===== src/rtl/game_flow_controller.sv =====
// Screen sequencer for a flap-style game: title -> play -> game over, with PS2 key consumption and seeding.
// Optional pause on key channel 2 is enabled by defining GAME_FLOW_PAUSE_EN.
module game_flow_controller #(
  parameter int NUM_SCREENS    = 3,
  parameter int NUM_KEYS       = 2,
  parameter int SEED_WIDTH     = 32,
  parameter int HOLDOFF_CYCLES = 50000000
) (
  input  logic                           clock,
  input  logic                           resetn,
  input  logic [2*NUM_KEYS-1:0]          key_state,
  output logic [NUM_KEYS-1:0]            key_ack,
  input  logic                           collision,
  output logic [$clog2(NUM_SCREENS)-1:0] screen,
  output logic                           scroll_en,
  output logic                           flap,
  output logic                           rand_reset,
  output logic                           score_clr,
  output logic                           paused,
  output logic [SEED_WIDTH-1:0]          seed_out
);

  localparam int SW = $clog2(NUM_SCREENS);
  localparam int HW = (HOLDOFF_CYCLES > 0) ? $clog2(HOLDOFF_CYCLES + 1) : 1;
  localparam logic [SW-1:0] SCR_TITLE = '0;
  localparam logic [SW-1:0] SCR_PLAY  = SW'(1);
  localparam logic [SW-1:0] SCR_OVER  = SW'(NUM_SCREENS - 1);
  localparam logic [HW-1:0] HOLD_LOAD = HW'(HOLDOFF_CYCLES);

  typedef enum logic [1:0] {
    KEY_NONE        = 2'd0,
    KEY_PRESS       = 2'd1,
    KEY_RELEASE     = 2'd2,
    KEY_RELEASE_ALT = 2'd3
  } key_code_e;

  logic [SW-1:0]         screen_q, screen_d;
  logic [NUM_KEYS-1:0]   ack_q, ack_d;
  logic [HW-1:0]         holdoff_q, holdoff_d;
  logic [SEED_WIDTH-1:0] cnt_q, cnt_d;
  logic [SEED_WIDTH-1:0] seed_q, seed_d;
  logic                  start_q, start_d;
  logic                  flap_q, flap_d;
  logic                  scroll_q, scroll_d;
  logic                  adv_press, flap_press;
  logic                  paused_cur, paused_next;

  // NOTE: every always_comb output gets a default first so no path can infer a latch.
  always_comb begin
    ack_d = '0;
    for (int k = 0; k < NUM_KEYS; k++) begin
      ack_d[k] = (key_state[2*k +: 2] != KEY_NONE) && !ack_q[k];
    end
    adv_press  = ack_d[0] && (key_state[1:0] == KEY_PRESS);
    flap_press = ack_d[1] && (key_state[3:2] == KEY_PRESS);

    // Collision in play takes priority; a same-edge advance is acked and dropped.
    screen_d = screen_q;
    if (screen_q == SCR_PLAY && collision) begin
      screen_d = SCR_OVER;
    end else if (adv_press && holdoff_q == '0) begin
      screen_d = (screen_q == SCR_OVER) ? SCR_TITLE : screen_q + SW'(1);
    end

    holdoff_d = '0;
    if (screen_d == SCR_OVER && screen_q != SCR_OVER) begin
      holdoff_d = HOLD_LOAD;
    end else if (screen_d == SCR_OVER && holdoff_q != '0) begin
      holdoff_d = holdoff_q - HW'(1);
    end

    start_d = (screen_q == SCR_TITLE) && (screen_d == SCR_PLAY);
    cnt_d   = cnt_q + SEED_WIDTH'(1);
    seed_d  = start_d ? cnt_q : seed_q;
    flap_d  = flap_press && (screen_q == SCR_PLAY) && !paused_cur;
  end

  assign scroll_d = (screen_d == SCR_PLAY) && !paused_next;

`ifdef GAME_FLOW_PAUSE_EN
  logic paused_q;
  logic pause_press;

  if (NUM_KEYS >= 3) begin : g_pause_key
    assign pause_press = ack_d[2] && (key_state[5:4] == KEY_PRESS);
  end else begin : g_no_pause_key
    assign pause_press = 1'b0;
  end

  always_comb begin
    paused_next = paused_q ^ (pause_press && screen_q == SCR_PLAY);
    if (screen_d != SCR_PLAY) paused_next = 1'b0;
  end

  always_ff @(posedge clock or negedge resetn) begin
    if (!resetn) paused_q <= 1'b0;
    else         paused_q <= paused_next;
  end

  assign paused_cur = paused_q;
`else
  assign paused_next = 1'b0;
  assign paused_cur  = 1'b0;
`endif

  // NOTE: state registers use non-blocking assignments and clear asynchronously on resetn low.
  always_ff @(posedge clock or negedge resetn) begin
    if (!resetn) begin
      screen_q  <= SCR_TITLE;
      ack_q     <= '0;
      holdoff_q <= '0;
      cnt_q     <= '0;
      seed_q    <= '0;
      start_q   <= 1'b0;
      flap_q    <= 1'b0;
      scroll_q  <= 1'b0;
    end else begin
      screen_q  <= screen_d;
      ack_q     <= ack_d;
      holdoff_q <= holdoff_d;
      cnt_q     <= cnt_d;
      seed_q    <= seed_d;
      start_q   <= start_d;
      flap_q    <= flap_d;
      scroll_q  <= scroll_d;
    end
  end

  assign screen     = screen_q;
  assign key_ack    = ack_q;
  assign scroll_en  = scroll_q;
  assign flap       = flap_q;
  assign rand_reset = start_q;
  assign score_clr  = start_q;
  assign paused     = paused_cur;
  assign seed_out   = seed_q;

endmodule


===== config.mk =====
export PLATFORM = sky130hd
export DESIGN_NAME = game_flow_controller
export DESIGN_NICKNAME = d
export VERILOG_FILES = /design/src/rtl/game_flow_controller.sv
export SDC_FILE = /design/constraint.sdc
export NUM_CORES = 1
export LEC_CHECK = 0
export CAP_MARGIN = 20
export CORE_MARGIN = 5
export CORE_UTILIZATION = 50
export CTS_CLUSTER_SIZE = 30
export DETAILED_ROUTE_END_ITERATION = 10
export HOLD_SLACK_MARGIN = 0.12
export PLACE_DENSITY = 0.75
export SLEW_MARGIN = 20
export SYNTH_ARGS = -nofsm -noshare
export SYNTH_HDL_FRONTEND = slang
export SYNTH_SLANG_ARGS = --single-unit

===== constraint.sdc =====
create_clock -name clock -period 2.76 [get_ports clock]
set_input_delay 0.552 -clock clock [delete_from_list [all_inputs] [get_ports clock]]
set_output_delay 0.552 -clock clock [all_outputs]
set_load 0.05 [all_outputs]

==> key figures <==
Layout
  • Layout cells sized above 1: 15.59%
  • FILL cells: 660
  • Area delta synth->final: 20.02%
  • Final Net Count: 410
  • Final Instance Area: 4951 um2
  • Antenna Cells: 0

Timing
  • Highest clock rate: 383.6 MHz
  • Setup TNS: 0 ns
  • Final worst-path cycle share: 94.45%
  • Normalized max-slew margin: 54.97%
  • Final Skew: 0.01323 ns
  • Min Hold Slack: 0.1934 ns
  • Slew @ Worst Pin: 0.6702 ns
  • Fin. Hold Viols: 0
  • Final critical-path required period: 2.607 ns
  • Max-slew violations: 0
  • # setup viols final: 0
  • RSZ-0062 raised after global routing: no

Yosys
  • Register area share after synthesis: 58.84%
  • Post-synth top area share: 58.84%
  • Mux contribution to synthesized area: 9.008%
  • Simple-gate share of the synthesized area: 15.59%
  • Post-Synth Adder-Cell Area: 0.6066%
  • Syn Inst Count: 342
  • Yosys cell types: 36
  • Synth warnings: 0
  • Mapped Area: 4125 um2
  • FF+latch count, synth: 97
  • Largest family of logic cells by synthesized area: simple AND/OR/NAND/NOR gates
  • Compound-Gate Fraction of Synth Area: 2.821%
  • XOR/XNOR share of the synthesized area: 10.83%
  • Leading area contributor after synthesis: dfrtp_1
  • Syn Area/Cell: 12.06 um2
  • Post-synth net total: 351
  • Area contributors post-synth: dfrtp_1 (59%), mux2_2 (8.7%), xnor2_1 (7.0%), xor2_1 (3.8%), nor2_1 (2.8%)

Global routing
  • Largest net degree at the start of global routing: 51
  • Global routing usage on met3: 3.391%
  • Vias in the first global route: 2806
  • Global-route wire length before repair: 13.26 mm
  • GR Util All Layers: 16.50%
  • Initial antenna violation count: 0
  • GRT overflow: 0
  • Met2 Use GR: 27.24%
  • Busiest layer in global routing: met2
  • Global routing met1 resource utilization: 21.32%

Floorplan
  • Initial core utilization: 50.72%
  • Die area: 10170 um2
  • Die height: 100.8 um
  • Die W: 100.8 um
  • FP Rows: 33
  • Core area: 8134 um2
  • Ports: 48

Clock tree
  • Clock tree from TritonCTS: built
  • Setup bufs post-CTS: 0
  • Reg clk slew, reported paths: 0.09 ns
  • H-tree depth: 3
  • Root buf cell: clkbuf_8
  • Worst-Skew Late Latency: 0.36 ns
  • Resize count post-CTS: 0
  • CTS buffer count: 9
  • CTS sink cnt: 97
  • Hold Buf Count CTS: 0
  • Max Buffers Root-to-Sink: 2

Placement
  • Gpl congestion: 0.7696
  • Post-DP HPWL: 5.304 mm
  • Area post-placement: 4761 um2
  • PortBufs: 46

Routing
  • Wire per inst: 14.94 um
  • Initial drt markers: 128
  • Via count: 2703
  • Routed WL: 7.603 mm
  • Drt pass-1 iters: 4
  • Post-route DRC: 0
  • Via density: 5.310
  • Final ANT Viol Nets: 0

Power and ir drop
  • Pleak: 2.203 nW
  • Power density over cell area: 486.2 nW/um2
  • Worst vdd ir: 289.8 uV

Worst setup path
  • CP Capture Type: register
  • Worst Path Max Fanout: 34
  • Worst setup path class: register to register
  • Setup crit start kind: register
  • Reg2Reg Launch Point: holdoff_q[6]
  • Crit path from: holdoff_q[6]
  • Critical path arrival: 2.85 ns
  • CP required: 3.00 ns

Status
  • Status: finished clean

Flow run
  • MaxCap Viol Count: 0

Min path
  • Worst hold path class: input port to async pin
placed cells by master, fill, tap and decap left out, types with 2 or more instances in the layout:
| cell type | instances |
|---|---|
| buf_4 | 11 |
| dfrtp_1 | 97 |
| and2_1 | 2 |
| buf_12 | 2 |
| nor2_1 | 31 |
| mux2_2 | 32 |
| inv_6 | 2 |
| nor3_1 | 12 |
| or3_1 | 5 |
| o21ai_0 | 15 |
| nand3_1 | 17 |
| clkdlybuf4s50_1 | 45 |
| a21oi_1 | 2 |
| or4_1 | 3 |
| inv_1 | 6 |
| and3_1 | 6 |
| ha_1 | 2 |
| nor4_1 | 9 |
| xnor2_1 | 33 |
| and4_1 | 4 |
| nor2b_1 | 3 |
| xor2_1 | 18 |
| nand4_1 | 3 |
| nand2_1 | 20 |
| clkbuf_8 | 10 |
state kept, by name, indices dropped and copies added, names as in the netlist:
name,count
cnt_q,32
flap,1
holdoff_q,26
key_ack,2
rand_reset,1
screen,2
scroll_en,1
seed_out,32
Yosys cell counts:
cell	instances
nor2_1	31
nand3_1	17
o31ai_1	1
o21ai_0	15
xor2_1	18
o21bai_1	1
buf_2	1
ha_1	2
inv_1	6
a211o_1	1
and3_1	6
nand4_1	3
buf_6	3
nand3b_1	1
dfrtp_1	97
and2_1	2
buf_4	2
mux2_1	1
nor4_1	9
nand2_1	20
or3_1	5
nand4b_4	1
or4_1	3
mux2_2	32
xnor2_1	33
clkbuf_1	4
o21a_1	1
nor3_4	1
and4_1	4
or4b_2	1
nor4bb_1	1
a21oi_1	2
or2_2	1
nor3_1	12
conb_1	1
nor2b_1	3
metrics by stage:
| step | power [mW] | util [%] | setup WS (ns) | std cells |
|---|---|---|---|---|
| after global routing | 2.498 | 60.87 | 0.03572 | 509 |
| after detailed placement | 1.522 | 58.53 | 0.1680 | 495 |
| after floorplan | 1.474 | - | 0.1860 | 342 |
| after global placement | 1.521 | 58.53 | 0.2216 | 495 |
| after CTS | 2.431 | 60.87 | 0.1532 | 509 |
| final | 2.407 | 60.87 | 0.1533 | 509 |
critical path: stages, from the launching register on:
cell and delay (ns):
dfrtp_1 0.41, or4_1 0.58, nand4b_4 0.27, or3_1 0.44
nor3_4 0.16, buf_12 0.23, mux2_2 0.36
report_power, final:
part | leakage [nW] | internal, mW | switching (mW)
clock | 0.0990 | 0.439 | 0.477
combinational | 0.855 | 0.0181 | 0.0473
sequential | 1.25 | 1.42 | 0.00254
total | 2.20 | 1.88 | 0.527
cells by family (layout without fill, tap and decap cells):
group                      count (synthesis)  after routing
and+or+nand+nor                          121            121
DFF                                       97             97
xor gates and xnor gates                  51             51
muxes                                     33             33
AOI/OAI and AO/OA                         21             21
buffers and inverters                     16             78
adders and majority gates                  2              2
other                                      1              1
worst paths after layout:
path / end / slack, ns / depth (start not counted)
max: seed_out[8] / 0.15 / 6
min: holdoff_q[15] / 0.19 / 1
max reg2reg: seed_out[8] / 0.15 / 6
min reg2reg: key_ack[1] / 0.46 / 1
max in group asynchronous: seed_out[1] / 1.90 / 2
min in group clock: key_ack[1] / 0.46 / 1
layout make-up:
cell class	instances	area, um2	share of cell area [%]
multi-input cells	229	1607	32.45
inverters	6	22.52	0.4549
flip-flops and latches	97	2427	49.03
well taps	105	131.4	2.654
repair buffers	58	573.1	11.57
clock inverters	4	52.55	1.061
clock buffers	10	137.6	2.780
layer usage:
layer | share of wire [%] | vias to the layer above
li1 | - | 1280
met5 | 0 | -
met1 | 45 | 1363
met4 | 1.4 | 0
met2 | 50 | 50
met3 | 4.2 | 10
(Power assumes the default switching activity.)
